--- src/rtl/rns_pkg.sv ---
`default_nettype none
// ============================================================================
// rns_pkg: moduli, inverses, mixed-radix weights and FSM states for the
// {3,5,7} residue number system reverse converter.
// Revision: 1.0
// ============================================================================
package rns_pkg;

  localparam int M3      = 3;
  localparam int M5      = 5;
  localparam int M7      = 7;
  localparam int M_RANGE = 105;

  localparam int INV3_MOD5 = 2;
  localparam int INV3_MOD7 = 5;
  localparam int INV5_MOD7 = 3;

  localparam int W2 = 3;
  localparam int W3 = 15;

  // Largest value kept positive when mapping onto the symmetric range.
  localparam int HALF_RANGE = 52;

  typedef enum logic [2:0] {
    IDLE = 3'd0,
    D2   = 3'd1,
    D3   = 3'd2,
    ACC  = 3'd3,
    DONE = 3'd4
  } state_t;

endpackage
`default_nettype wire

--- src/rtl/rns_mrc_digit.sv ---
`default_nettype none
// ============================================================================
// rns_mrc_digit: combinational mixed-radix digit step, d = ((a-b) mod MOD * INV) mod MOD.
// Revision: 1.0
// ============================================================================
module rns_mrc_digit #(
  parameter int MOD = 5,
  parameter int INV = 2
) (
  input  logic [2:0] a,
  input  logic [2:0] b,
  output logic [2:0] d
);

  localparam logic [3:0] c_mod4 = 4'(MOD);

  logic [3:0] w_sum;
  logic [3:0] w_diff;
  logic [3:0] w_acc;

  always_comb begin
    w_sum  = {1'b0, a} + c_mod4 - {1'b0, b};
    w_diff = (w_sum >= c_mod4) ? (w_sum - c_mod4) : w_sum;
    // Multiply by the constant inverse as repeated modular addition.
    w_acc  = w_diff;
    for (int i = 1; i < INV; i++) begin
      w_acc = w_acc + w_diff;
      if (w_acc >= c_mod4) begin
        w_acc = w_acc - c_mod4;
      end
    end
    d = (w_acc >= c_mod4) ? 3'(w_acc - c_mod4) : 3'(w_acc);
  end

endmodule
`default_nettype wire

--- src/rtl/rns_reverse_converter.sv ---
`default_nettype none
// ============================================================================
// rns_reverse_converter: residue triple {3,5,7} to binary via iterative MRC.
// Optional RNS_REVCONV_SIGNED_EN: result mapped onto the symmetric range [-52,52].
// Revision: 1.0
// ============================================================================
module rns_reverse_converter
  import rns_pkg::*;
#(
  parameter int WIDTH = 32
) (
  input  logic             clk,
  input  logic             rst_n,
  input  logic             in_valid,
  output logic             in_ready,
  input  logic [WIDTH-1:0] in_r3,
  input  logic [WIDTH-1:0] in_r5,
  input  logic [WIDTH-1:0] in_r7,
  output logic             out_valid,
  input  logic             out_ready,
  output logic [WIDTH-1:0] out_x,
  output logic             out_err
);

  state_t           r_state;
  state_t           w_next_state;

  logic [2:0]       r_a1;
  logic [2:0]       r_r5;
  logic [2:0]       r_r7;
  logic [2:0]       r_a2;
  logic [2:0]       r_a3;
  logic             r_err;
  logic [WIDTH-1:0] r_out_x;
  logic             r_out_err;

  logic             w_range_err;
  logic [2:0]       w_a2;
  logic [2:0]       w_t;
  logic [2:0]       w_a3;
  logic [6:0]       w_x7;
  logic [WIDTH-1:0] w_x_out;

  // Full-width compare so any set upper bit flags the triple as invalid.
  assign w_range_err = (in_r3 >= WIDTH'(M3)) ||
                       (in_r5 >= WIDTH'(M5)) ||
                       (in_r7 >= WIDTH'(M7));

  rns_mrc_digit #(.MOD(M5), .INV(INV3_MOD5)) u_digit_a2 (
    .a (r_r5),
    .b (r_a1),
    .d (w_a2)
  );

  rns_mrc_digit #(.MOD(M7), .INV(INV3_MOD7)) u_digit_t (
    .a (r_r7),
    .b (r_a1),
    .d (w_t)
  );

  rns_mrc_digit #(.MOD(M7), .INV(INV5_MOD7)) u_digit_a3 (
    .a (w_t),
    .b (r_a2),
    .d (w_a3)
  );

  assign w_x7 = 7'(r_a1) + 7'(r_a2) * 7'(W2) + 7'(r_a3) * 7'(W3);

`ifdef RNS_REVCONV_SIGNED_EN
  assign w_x_out = (w_x7 > 7'(HALF_RANGE)) ? (WIDTH'(w_x7) - WIDTH'(M_RANGE))
                                           : WIDTH'(w_x7);
`else
  assign w_x_out = WIDTH'(w_x7);
`endif

  always_ff @(posedge clk or negedge rst_n) begin
    if (!rst_n) begin
      r_state <= IDLE;
    end else begin
      r_state <= w_next_state;
    end
  end

  always_comb begin
    w_next_state = r_state;
    in_ready     = 1'b0;
    out_valid    = 1'b0;
    case (r_state)
      IDLE: begin
        in_ready = 1'b1;
        if (in_valid) begin
          w_next_state = D2;
        end
      end
      D2:  w_next_state = D3;
      D3:  w_next_state = ACC;
      ACC: w_next_state = DONE;
      DONE: begin
        out_valid = 1'b1;
        if (out_ready) begin
          w_next_state = IDLE;
        end
      end
      default: w_next_state = IDLE;
    endcase
  end

  always_ff @(posedge clk or negedge rst_n) begin
    if (!rst_n) begin
      r_a1      <= '0;
      r_r5      <= '0;
      r_r7      <= '0;
      r_a2      <= '0;
      r_a3      <= '0;
      r_err     <= 1'b0;
      r_out_x   <= '0;
      r_out_err <= 1'b0;
    end else begin
      case (r_state)
        IDLE: begin
          if (in_valid) begin
            r_a1  <= in_r3[2:0];
            r_r5  <= in_r5[2:0];
            r_r7  <= in_r7[2:0];
            r_err <= w_range_err;
          end
        end
        D2:  r_a2 <= w_a2;
        D3:  r_a3 <= w_a3;
        ACC: begin
          r_out_x   <= r_err ? '0 : w_x_out;
          r_out_err <= r_err;
        end
        default: ;
      endcase
    end
  end

  assign out_x   = r_out_x;
  assign out_err = r_out_err;

endmodule
`default_nettype wire

--- config.mk ---
export PLATFORM = sky130hd
export DESIGN_NAME = rns_reverse_converter
export DESIGN_NICKNAME = d
export VERILOG_FILES = /design/src/rtl/rns_pkg.sv /design/src/rtl/rns_mrc_digit.sv /design/src/rtl/rns_reverse_converter.sv
export SDC_FILE = /design/constraint.sdc
export NUM_CORES = 1
export LEC_CHECK = 0
export CORE_MARGIN = 2
export CORE_UTILIZATION = 38
export CTS_BUF_LIST = sky130_fd_sc_hd__clkbuf_8
export DETAILED_ROUTE_END_ITERATION = 6
export HOLD_SLACK_MARGIN = 0.15
export PLACE_DENSITY = 0.76
export RECOVER_POWER = 25
export SLEW_MARGIN = 5
export SYNTH_ARGS = -nofsm -noshare
export SYNTH_HDL_FRONTEND = slang
export SYNTH_SLANG_ARGS = --single-unit
--- constraint.sdc ---
create_clock -name clk -period 16.2 [get_ports clk]
set_input_delay 3.24 -clock clk [delete_from_list [all_inputs] [get_ports clk]]
set_output_delay 3.24 -clock clk [all_outputs]
set_load 0.05 [all_outputs]
# Yosys cells after proc, flatten, opt, wreduce, memory -nomap -nowiden
# Cells that the tools add are included.
[word_totals]
ff_bits = 52
latchBits = 0
mem_bits_rw = 0
rom_bits = 0
output_inout_bits = 35
mem_count = 0
[classes]
n_addsub = 28
multipliers = 2
div_mod_pow = 0
n_lt_le_gt_ge = 16
n_eq_ne = 6
shifts = 0
n_mux = 19
bitwise = 0
reduce_logical = 5
[op_table]
columns = ["cell", "n"]
rows = [
  ["32-bit by 3-bit >= comparator with 1-bit output (second input constant)", 2],
  ["4-bit by 3-bit >= comparator with 1-bit output (second input constant)", 13],
  ["4-bit two-way mux", 10],
  ["4-bit by 3-bit subtractor with 4-bit output (second input constant)", 10],
  ["32-bit by 2-bit >= comparator with 1-bit output (second input constant)", 1],
  ["4-bit adder", 7],
  ["3-bit two-way mux", 5],
  ["3-bit case mux with 5 select lines", 1],
  ["3-bit by 3-bit adder with 4-bit output (second input constant)", 3],
  ["4-bit by 3-bit subtractor with 4-bit output", 3],
  ["3-bit subtractor (second input constant)", 3],
  ["6-bit by 7-bit adder with 7-bit output", 1],
  ["3-bit by 4-bit multiplier with 7-bit output (second input constant)", 1],
  ["7-bit two-way mux", 1],
  ["3-bit by 5-bit adder with 6-bit output", 1],
  ["3-bit by 2-bit == test with 1-bit output (second input constant)", 2],
  ["3-bit by 2-bit multiplier with 5-bit output (second input constant)", 1],
  ["2-bit inequality test (second input constant)", 2],
  ["2-bit AND reduction", 2],
  ["3-bit by 1-bit == test with 1-bit output (second input constant)", 1],
  ["3-bit == test (second input constant)", 1],
  ["3-bit logical NOT", 1],
  ["1-bit logical OR", 2],
  ["1-bit two-way mux", 2],
]

# Logic depth before layout (Yosys ltp)
# Gate-level depths: netlist of the first run.
[logic_depth]
word_depth = 30
ltp_mapped = 56
ltp_nobuf = 55

# Hierarchy
# A second synthesis of the first run with hierarchy kept.
[hier_totals]
cells_unflattened = 418
area_unflattened_um2 = 3781.1
[by_module_without_submodules]
columns = ["mod", "n_inst", "cells_per_inst", "area_per_inst_um2"]
rows = [
  ["rns_reverse_converter", 1, 193, 1999.4],
  ["rns_mrc_digit at u_digit_t", 1, 108, 862.1],
  ["rns_mrc_digit at u_digit_a3", 1, 81, 616.8],
  ["rns_mrc_digit at u_digit_a2", 1, 36, 302.8],
]

# Worst setup path after synthesis of the first run
# Ideal clock, no wire load.
[synth_timing]
path_kind = "reg2reg"
startpoint = "register r_a1[0]"
endpoint = "register r_a3[1]"
setup_ps = 129
t_arrival_ps = 11574
required_ps = 16071
setup_slack_ps = 4497
path_stages_with_launch = 55
synth_period_minus_slack_ps = 11703
path_cell_list = "dfrtp_1 inv_1 ha_1 inv_1 fa_1 inv_1 ha_1 a221o_1 buf_6 nand2_1 o21ai_0 ha_1 nand2_1 or3_1 a21boi_1 nor4_4 xor2_1 a21o_1 (+19 left out) a311oi_2 xnor2_1 ha_1 fa_1 ha_1 a21oi_1 mux2_2 ha_1 a21o_1 a21oi_1 xnor2_1 a21o_1 mux2_2 ha_1 a32oi_1 o22ai_1 mux2i_1 o21ai_0"
[synth_between]
elab_chain_cells = 29
[synth_lines]
columns = ["element", "line", "source"]
rows = [
  ["from (decl)", "rns_reverse_converter.sv:28", "logic [2:0] r_a1;"],
  ["from (signal assigned)", "rns_reverse_converter.sv:122", "r_a1 <= in_r3[2:0];"],
  ["4-bit by 3-bit subtractor with 4-bit output (*)", "rns_mrc_digit.sv:22", "w_sum = {1'b0, a} + c_mod4 - {1'b0, b};"],
  ["4-bit by 3-bit subtractor with 4-bit output or 4-bit by 3-bit >= comparator with 1-bit output (tied branches)", "rns_mrc_digit.sv:23", "w_diff = (w_sum >= c_mod4) ? (w_sum - c_mod4) : w_sum;"],
  ["4-bit two-way mux (*)", "rns_mrc_digit.sv:23", ""],
  ["4-bit adder", "rns_mrc_digit.sv:27", "w_acc = w_acc + w_diff;"],
  ["4-bit by 3-bit subtractor with 4-bit output or 4-bit by 3-bit >= comparator with 1-bit output (tied branches)", "rns_mrc_digit.sv:29, rns_mrc_digit.sv:28", ""],
  ["4-bit two-way mux", "rns_mrc_digit.sv:28", "if (w_acc >= c_mod4) begin"],
  ["4-bit adder", "rns_mrc_digit.sv:27", ""],
  ["4-bit by 3-bit subtractor with 4-bit output or 4-bit by 3-bit >= comparator with 1-bit output (tied branches)", "rns_mrc_digit.sv:29, rns_mrc_digit.sv:28", ""],
  ["(+13 left out)", "-", ""],
  ["4-bit adder", "rns_mrc_digit.sv:27", ""],
  ["4-bit by 3-bit subtractor with 4-bit output or 4-bit by 3-bit >= comparator with 1-bit output (tied branches)", "rns_mrc_digit.sv:29, rns_mrc_digit.sv:28", ""],
  ["4-bit two-way mux", "rns_mrc_digit.sv:28", ""],
  ["4-bit adder (*)", "rns_mrc_digit.sv:27", ""],
  ["4-bit by 3-bit subtractor with 4-bit output or 4-bit by 3-bit >= comparator with 1-bit output (tied branches)", "rns_mrc_digit.sv:29, rns_mrc_digit.sv:28", ""],
  ["4-bit two-way mux (*)", "rns_mrc_digit.sv:28", ""],
  ["4-bit by 3-bit >= comparator with 1-bit output or 3-bit subtractor (tied branches)", "rns_mrc_digit.sv:32", "d = (w_acc >= c_mod4) ? 3'(w_acc - c_mod4) : 3'(w_acc);"],
  ["3-bit two-way mux (*)", "rns_mrc_digit.sv:32", ""],
  ["to (signal assigned)", "rns_reverse_converter.sv:129", "D3: r_a3 <= w_a3;"],
  ["to (decl)", "rns_reverse_converter.sv:32", "logic [2:0] r_a3;"],
]
# Mark *: on every way between the ends. The rest lies on a longest branch, timed or not.
# A chain may end at the register's enable or synchronous reset.

# Worst setup path after layout of the first run
# Ends and elaborated chain as after synthesis.

==> metrics.md, run 1 <==
| Metric | Value |
|---|---|
| EDFF count, synth | `0` |
| Post-synthesis register bit count | `27` |
| Vias in the first global route | `3269` |
| Area share of fa/ha/maj cells after synthesis | `25.3%` |
| Synth Warn # | `0` |
| Vias per cell | `5.08` |
| Max Fclk | `0.0772 GHz` |
| TritonRoute pass-1 iters | `4` |
| N_diodes | `0` |
| Die Y | `100 um` |
| Largest net degree at the start of global routing | `28` |
| Non-Filler Instances | `619` |
| Worst R2R Path Depth | `53` |
| Top-Level Pins | `135` |
| Setup crit end kind | `flip-flop` |
| Placed wire-length estimate | `7580 um` |
| Crit Path Max Fanout | `9` |
| Wire per inst | `14.1 um` |
| Initial antenna violation count | `0` |
| Starting density of the core | `38.6%` |
| # Post-CTS Setup Buffers | `0` |
| DRC Markers | `0` |
| Slew @ Worst Pin | `1460 ps` |
| Clock buffer depth | `2` |
| Placed cells | `615` |
| Slowest CP cell | `fa_1` |
| Initial drt markers | `97` |
| Top cell type's share of synthesized area | `19.2%` |
| Syn Area/Cell | `8.78 um2` |
| Num CTS Buffers | `3` |
| Area Growth Syn to Fin | `32.9%` |
| CTS resizes | `0` |
| CTS tree | `built` |
| Total track usage | `17.5%` |
| Number of cell rows | `35` |
| Cell mode on critical path | `ha_1` |
| Post-synthesis simple-gate area fraction | `18.4%` |
| Core footprint | `9110 um2` |
| Multiplexer share of the synthesized area | `5.81%` |
| Number of hold violations in the final report | `0` |
| Status | `completed` |
| Endpoints failing setup | `0` |
| Critical path class | `reg2reg` |
| Max_slew headroom | `2.95%` |
| Sink Count | `27` |
| Register area share after synthesis | `19.2%` |
| Worst endpoint required time | `16360 ps` |
| RSZ-0062 raised after global routing | `false` |
| Clk_skew | `2.14 ps` |
| Final Cycle Share | `80.0%` |
| Die Width | `100 um` |
| Post-synth top flop | `dfrtp_1` |
| Die ar. | `10000 um2` |
| Worst-Skew Late Latency | `270 ps` |
| Syn Inst Count | `400` |
| MaxCap Viol Count | `0` |
| Fillers | `845` |
| Synth Cell Area | `3510 um2` |
| Synth Area in XOR/XNOR | `7.20%` |
| Synth area leaders | `dfrtp_1 (19%), ha_1 (17%), fa_1 (8.6%)` |
| Gpl congestion | `0.775` |
| Port buffer count | `109` |
| First-pass GRT wire length | `14400 um` |
| Post-synthesis compound-gate area fraction | `13.8%` |
| CTS Hold Bufs | `0` |
| Post-DRT Antenna Nets | `0` |
| Post-Route WL | `8720 um` |
| CTS clk-pin slew, worst paths | `90 ps` |
| Hold-critical path depth | `2` |
| Final #Nets | `671` |
| CP startpoint kind | `flip-flop` |
| Share of layout cells above drive strength 1 | `5.31%` |
| Tmin final | `12960 ps` |
| Setup TNS | `0 ps` |
| Final Slew Violations | `0` |
| CP peak stage delay | `590 ps` |
| Largest area contributor in the netlist | `dfrtp_1` |
| CTS H-Tree Depth | `1` |
| Yosys cell types | `51` |
| Root Driver | `clkbuf_8` |
| Async set-reset flop share out of synthesis | `100%` |
| Vias | `3142` |
| Worst min-delay path class | `reg2reg` |
| Grt ovf | `0` |
| WP data arrival | `13110 ps` |
| Largest family of logic cells by synthesized area | `adder cells` |
metal layers:
| layer | global-route usage, % | wire [um] | vias up |
|---|---|---|---|
| met5 | 0 | 0 | - |
| met4 | 4.95 | 205 | 0 |
| met3 | 3.27 | 651 | 14 |
| met2 | 34.8 | 4530 | 95 |
| met1 | 18.6 | 3340 | 1448 |
| li1 | - | - | 1585 |
cells by family (layout without fill, tap and decap cells):
group / Yosys count / after routing
xor gates and xnor gates: 28 / 28
DFF: 27 / 27
AOI/OAI and AO/OA: 75 / 75
adders and majority gates: 62 / 62
other: 1 / 25
buffers and inverters: 68 / 152
muxes: 18 / 18
and+or+nand+nor: 121 / 121
path summary, 6_finish.rpt:
path | from | end | slack [ps]
worst max-delay path | r_a1[0] | r_a3[1] | 3240
worst min-delay path | out_x[4] | out_x[4] | 480
worst max register to register | r_a1[0] | r_a3[1] | 3240
worst min register to register | out_x[4] | out_x[4] | 480
max in group asynchronous | rst_n | r_a3[0] | 11520
min in group asynchronous | rst_n | out_x[4] | 3830
flip-flops by register name, indices dropped and copies added, names as in the netlist:
name,count
out_x,7
r_a1,3
r_a2,3
r_a3,3
r_r5,3
r_r7,3
r_state,3
out_err,1
r_err,1
layout by cell type, fill, tap and decap left out, drive strengths merged, types with 4 or more instances in the layout:
cell type / synthesis / routed
nor2: 15 / 15
o21ai: 26 / 26
dfrtp: 27 / 27
clkbuf: 4 / 4
xnor2: 15 / 15
conb: 1 / 25
clkdlybuf4s50: 0 / 108
inv: 38 / 38
nor4: 24 / 24
ha: 47 / 47
nor3: 5 / 5
nand2b: 5 / 5
or2: 4 / 4
a21oi: 15 / 15
fa: 15 / 15
mux2i: 5 / 5
xor2: 13 / 13
nand2: 40 / 40
mux2: 13 / 13
nand3: 8 / 8
nand4: 8 / 8
a21o: 11 / 11
cells in the mapped netlist, drive strengths merged (2+ instances only):
cell type  count
dfrtp         27
xnor2         15
nand3          8
a21o          11
nor3b          2
o21a           3
mux2          13
o21ai         26
a211o          2
o31ai          2
nand3b         2
a21oi         15
nand4          8
o211ai         2
buf           26
nor3           5
a31oi          3
mux2i          5
inv           38
a22o           2
a221oi         2
nand2         40
ha            47
nand2b         5
clkbuf         4
nor2          15
or2            4
fa            15
nor4          24
or4            2
xor2          13
and2           3
worst max-delay path, delay by kind of cell (launching register included):
family	cells	cell delay (ps)
simple gates	10	1870
xor+xnor	7	1600
compound gates	17	3490
buf+inv	3	250
fa+ha+maj	12	3870
mux	4	1350
flops	1	390
through the flow:
step                utilization, %  setup slack [ps]  cell area [um2]  hold WS (ps)
floorplan                        -              4500             3600           485
global placement              50.8              3950             4630           465
detailed placement            50.8              3300             4630           468
CTS                           51.3              3320             4670           490
global route                  51.2              2170             4670           524
finish                        51.2              3240             4670           484
final cells by class:
| class | count | area (um2) | share of cell area, % |
|---|---|---|---|
| inverters | 38 | 143 | 3.06 |
| repair buffers | 110 | 1090 | 23.5 |
| clock buffers | 3 | 41.3 | 0.884 |
| well taps | 111 | 139 | 2.98 |
| clock inverters | 1 | 5.00 | 0.107 |
| multi-input cells | 329 | 2570 | 55.1 |
| flip-flops and latches | 27 | 676 | 14.5 |
Power of run 1 is not shown: default switching activity piles up to over one toggle a cycle in this logic, so the estimate is an artifact.
==> run 2, diff against run 1 <==
--- a/config.mk
+++ b/config.mk
@@ -10,7 +10,7 @@
 export CTS_BUF_LIST = sky130_fd_sc_hd__clkbuf_8
 export DETAILED_ROUTE_END_ITERATION = 6
 export HOLD_SLACK_MARGIN = 0.15
-export PLACE_DENSITY = 0.76
+export PLACE_DENSITY = 0.79
 export RECOVER_POWER = 25
 export SLEW_MARGIN = 5
 export SYNTH_ARGS = -nofsm -noshare
==> constraint.sdc (replaced) <==
create_clock -name clk -period 11.25 [get_ports clk]
set_input_delay 2.25 -clock clk [delete_from_list [all_inputs] [get_ports clk]]
set_output_delay 2.25 -clock clk [all_outputs]
set_load 0.05 [all_outputs]
==> run 2 against run 1 <==
Effect of this change:
- utilization rose by 7.2 points
- non-clock buffer count rose by 43
- final area rose by 14%
- global-route usage barely moved
- routed wire length rose by 14%
- register-to-register slack got worse by 3100 ps
- clock skew rose by 5.3 ps
- critical path type unchanged
- largest cell class unchanged
- highest routed layer unchanged
==> metrics.md, run 2 (synthesis gave the netlist of run 1 again) <==
| Metric | Value |
|---|---|
| Status | `completed (unchanged)` |
| Vias in the first global route | `3401 (was 3269)` |
| TritonRoute pass-1 iters | `4 (unchanged)` |
| Final Slew Violations | `0 (unchanged)` |
| Clock buffer depth | `2 (unchanged)` |
| Number of cell rows | `35 (unchanged)` |
| Setup crit end kind | `flip-flop (unchanged)` |
| CTS clk-pin slew, worst paths | `100 ps (was 90 ps)` |
| Gpl congestion | `0.823 (was 0.775)` |
| Number of hold violations in the final report | `0 (unchanged)` |
| RSZ-0062 raised after global routing | `true (was false)` |
| Commonest non-fill, non-tap cell in the layout | `clkdlybuf4s50_1 (unchanged)` |
| CTS H-Tree Depth | `1 (unchanged)` |
| Wire per inst | `15.0 um (was 14.1 um)` |
| Post-Route WL | `9900 um (was 8720 um)` |
| Bufs and invs on worst path | `4 (was 3)` |
| Final Cycle Share | `98.9% (was 80.0%)` |
| Worst min-delay path class | `reg2reg (unchanged)` |
| Share of layout cells above drive strength 1 | `21.1% (was 5.31%)` |
| Worst endpoint required time | `11420 ps (was 16360 ps)` |
| Slew @ Worst Pin | `599 ps (was 1460 ps)` |
| Top-Level Pins | `135 (unchanged)` |
| Die Width | `100 um (unchanged)` |
| Max_slew headroom | `60.0% (was 2.95%)` |
| CTS Hold Bufs | `0 (unchanged)` |
| WP data arrival | `11300 ps (was 13110 ps)` |
| N_diodes | `0 (unchanged)` |
| Setup TNS | `0 ps (unchanged)` |
| CTS tree | `built (unchanged)` |
| Crit Path Max Fanout | `6 (was 9)` |
| Grt ovf | `0 (unchanged)` |
| Max Fclk | `0.0899 GHz (was 0.0772 GHz)` |
| Starting density of the core | `38.6% (unchanged)` |
| Area Growth Syn to Fin | `51.7% (was 32.9%)` |
| Endpoints failing setup | `0 (unchanged)` |
| Cell mode on critical path | `ha_4 (was ha_1)` |
| Vias per cell | `5.16 (was 5.08)` |
| Post-DRT Antenna Nets | `0 (unchanged)` |
| Initial drt markers | `99 (was 97)` |
| Crit path max-delay family | `adder cells (unchanged)` |
| Max FFs per register | `7 (unchanged)` |
| Placed wire-length estimate | `7550 um (was 7580 um)` |
| Worst-Skew Late Latency | `280 ps (was 270 ps)` |
| Total track usage | `17.6% (was 17.5%)` |
| Sink Count | `27 (unchanged)` |
| Final #Nets | `714 (was 671)` |
| Die ar. | `10000 um2 (unchanged)` |
| First-pass GRT wire length | `14700 um (was 14400 um)` |
| Critical path class | `reg2reg (unchanged)` |
| DRC Markers | `0 (unchanged)` |
| Num CTS Buffers | `3 (unchanged)` |
| Most frequent cells in the layout | `clkdlybuf4s50_1 (109), buf_4 (43), nand2_1 (38), inv_1 (35), ha_1 (33) (was clkdlybuf4s50_1 (108), ha_1 (47), nand2_1 (40), inv_1 (38), dfrtp_1 (27))` |
| MaxCap Viol Count | `0 (unchanged)` |
| Fillers | `742 (was 845)` |
| Largest net degree at the start of global routing | `28 (unchanged)` |
| Vias | `3416 (was 3142)` |
| Core footprint | `9110 um2 (unchanged)` |
| Slowest CP cell | `fa_2 (was fa_1)` |
| Die Y | `100 um (unchanged)` |
| CP startpoint kind | `flip-flop (unchanged)` |
| Root Driver | `clkbuf_8 (unchanged)` |
| Tmin final | `11120 ps (was 12960 ps)` |
| Initial antenna violation count | `0 (unchanged)` |
| CP peak stage delay | `580 ps (was 590 ps)` |
| Clk_skew | `7.47 ps (was 2.14 ps)` |
| Port buffer count | `109 (unchanged)` |
run 2: cell count changes in the layout (fill, tap and decap cells not counted), sizes merged:
cell	delta
buf	+44
clkbuf	-1
clkdlybuf4s50	+1
clkinv	-1
dlygate4sd3	-1
inv	+1
run 2: cell type report:
type                            instances  area, um2  area share [%]
Multi-Input combinational cell        329       2890            54.3
Tap cell                              111        139            2.61
Clock buffer                            3       41.3           0.775
Inverter                               38        143            2.68
Clock inverter                          1       8.76           0.164
Sequential cell                        27        676            12.7
Timing Repair Buffer                  153       1430            26.8
run 2: worst register-to-register path, delay by kind of cell (launching register included):
kind	cells	cell delay, ps
AOI/OAI and AO/OA	10	1980
xor gates and xnor gates	6	1210
adders and majority gates	16	4510
buffers and inverters	4	350
DFF	1	400
muxes	5	1340
and+or+nand+nor	7	1200
run 2: worst paths after layout:
| check | startpoint | slack [ps] | to | cells past startpoint |
|---|---|---|---|---|
| setup / recovery | r_a1[0] | 130 | r_a3[1] | 48 |
| setup reg to reg | r_a1[0] | 130 | r_a3[1] | 48 |
| min in group asynchronous | rst_n | 2330 | r_state[0] | 2 |
| hold / removal | out_x[2] | 490 | out_x[2] | 2 |
| max in group asynchronous | rst_n | 8650 | r_a1[1] | 2 |
| hold reg to reg | out_x[2] | 490 | out_x[2] | 2 |
run 2: metrics by stage:
step | area (um2) | worst slack [ps] | hold WS [ps] | cells | utilization (%)
3_3_place_gp | 4820 | -3.27 | 466 | 630 | 53.0
5_1_grt | 5330 | -367 | 531 | 662 | 58.5
2_1_floorplan | 3690 | 37.4 | 485 | 424 | -
6_report | 5330 | 128 | 490 | 662 | 58.5
4_1_cts | 5040 | 2.96 | 498 | 645 | 55.3
3_5_place_dp | 4820 | -559 | 473 | 630 | 53.0
run 2: repair_timing:
item / 4_1_cts / 5_1_grt
setup buffers: 11 / 17
hold endpoints to repair: 0 / 0
pin swaps: 18 / 36
resized for setup: 20 / 28
endpoints found under the setup margin: 3 / 3
run 2: metal layers:
metal	up-vias	routed length (um)	track usage, %
li1	1669	-	-
met1	1615	3630	18.2
met2	114	5390	35.8
met3	18	706	3.55
met4	0	177	3.48
met5	-	0	0
Power of run 2 is left out for the same reason.
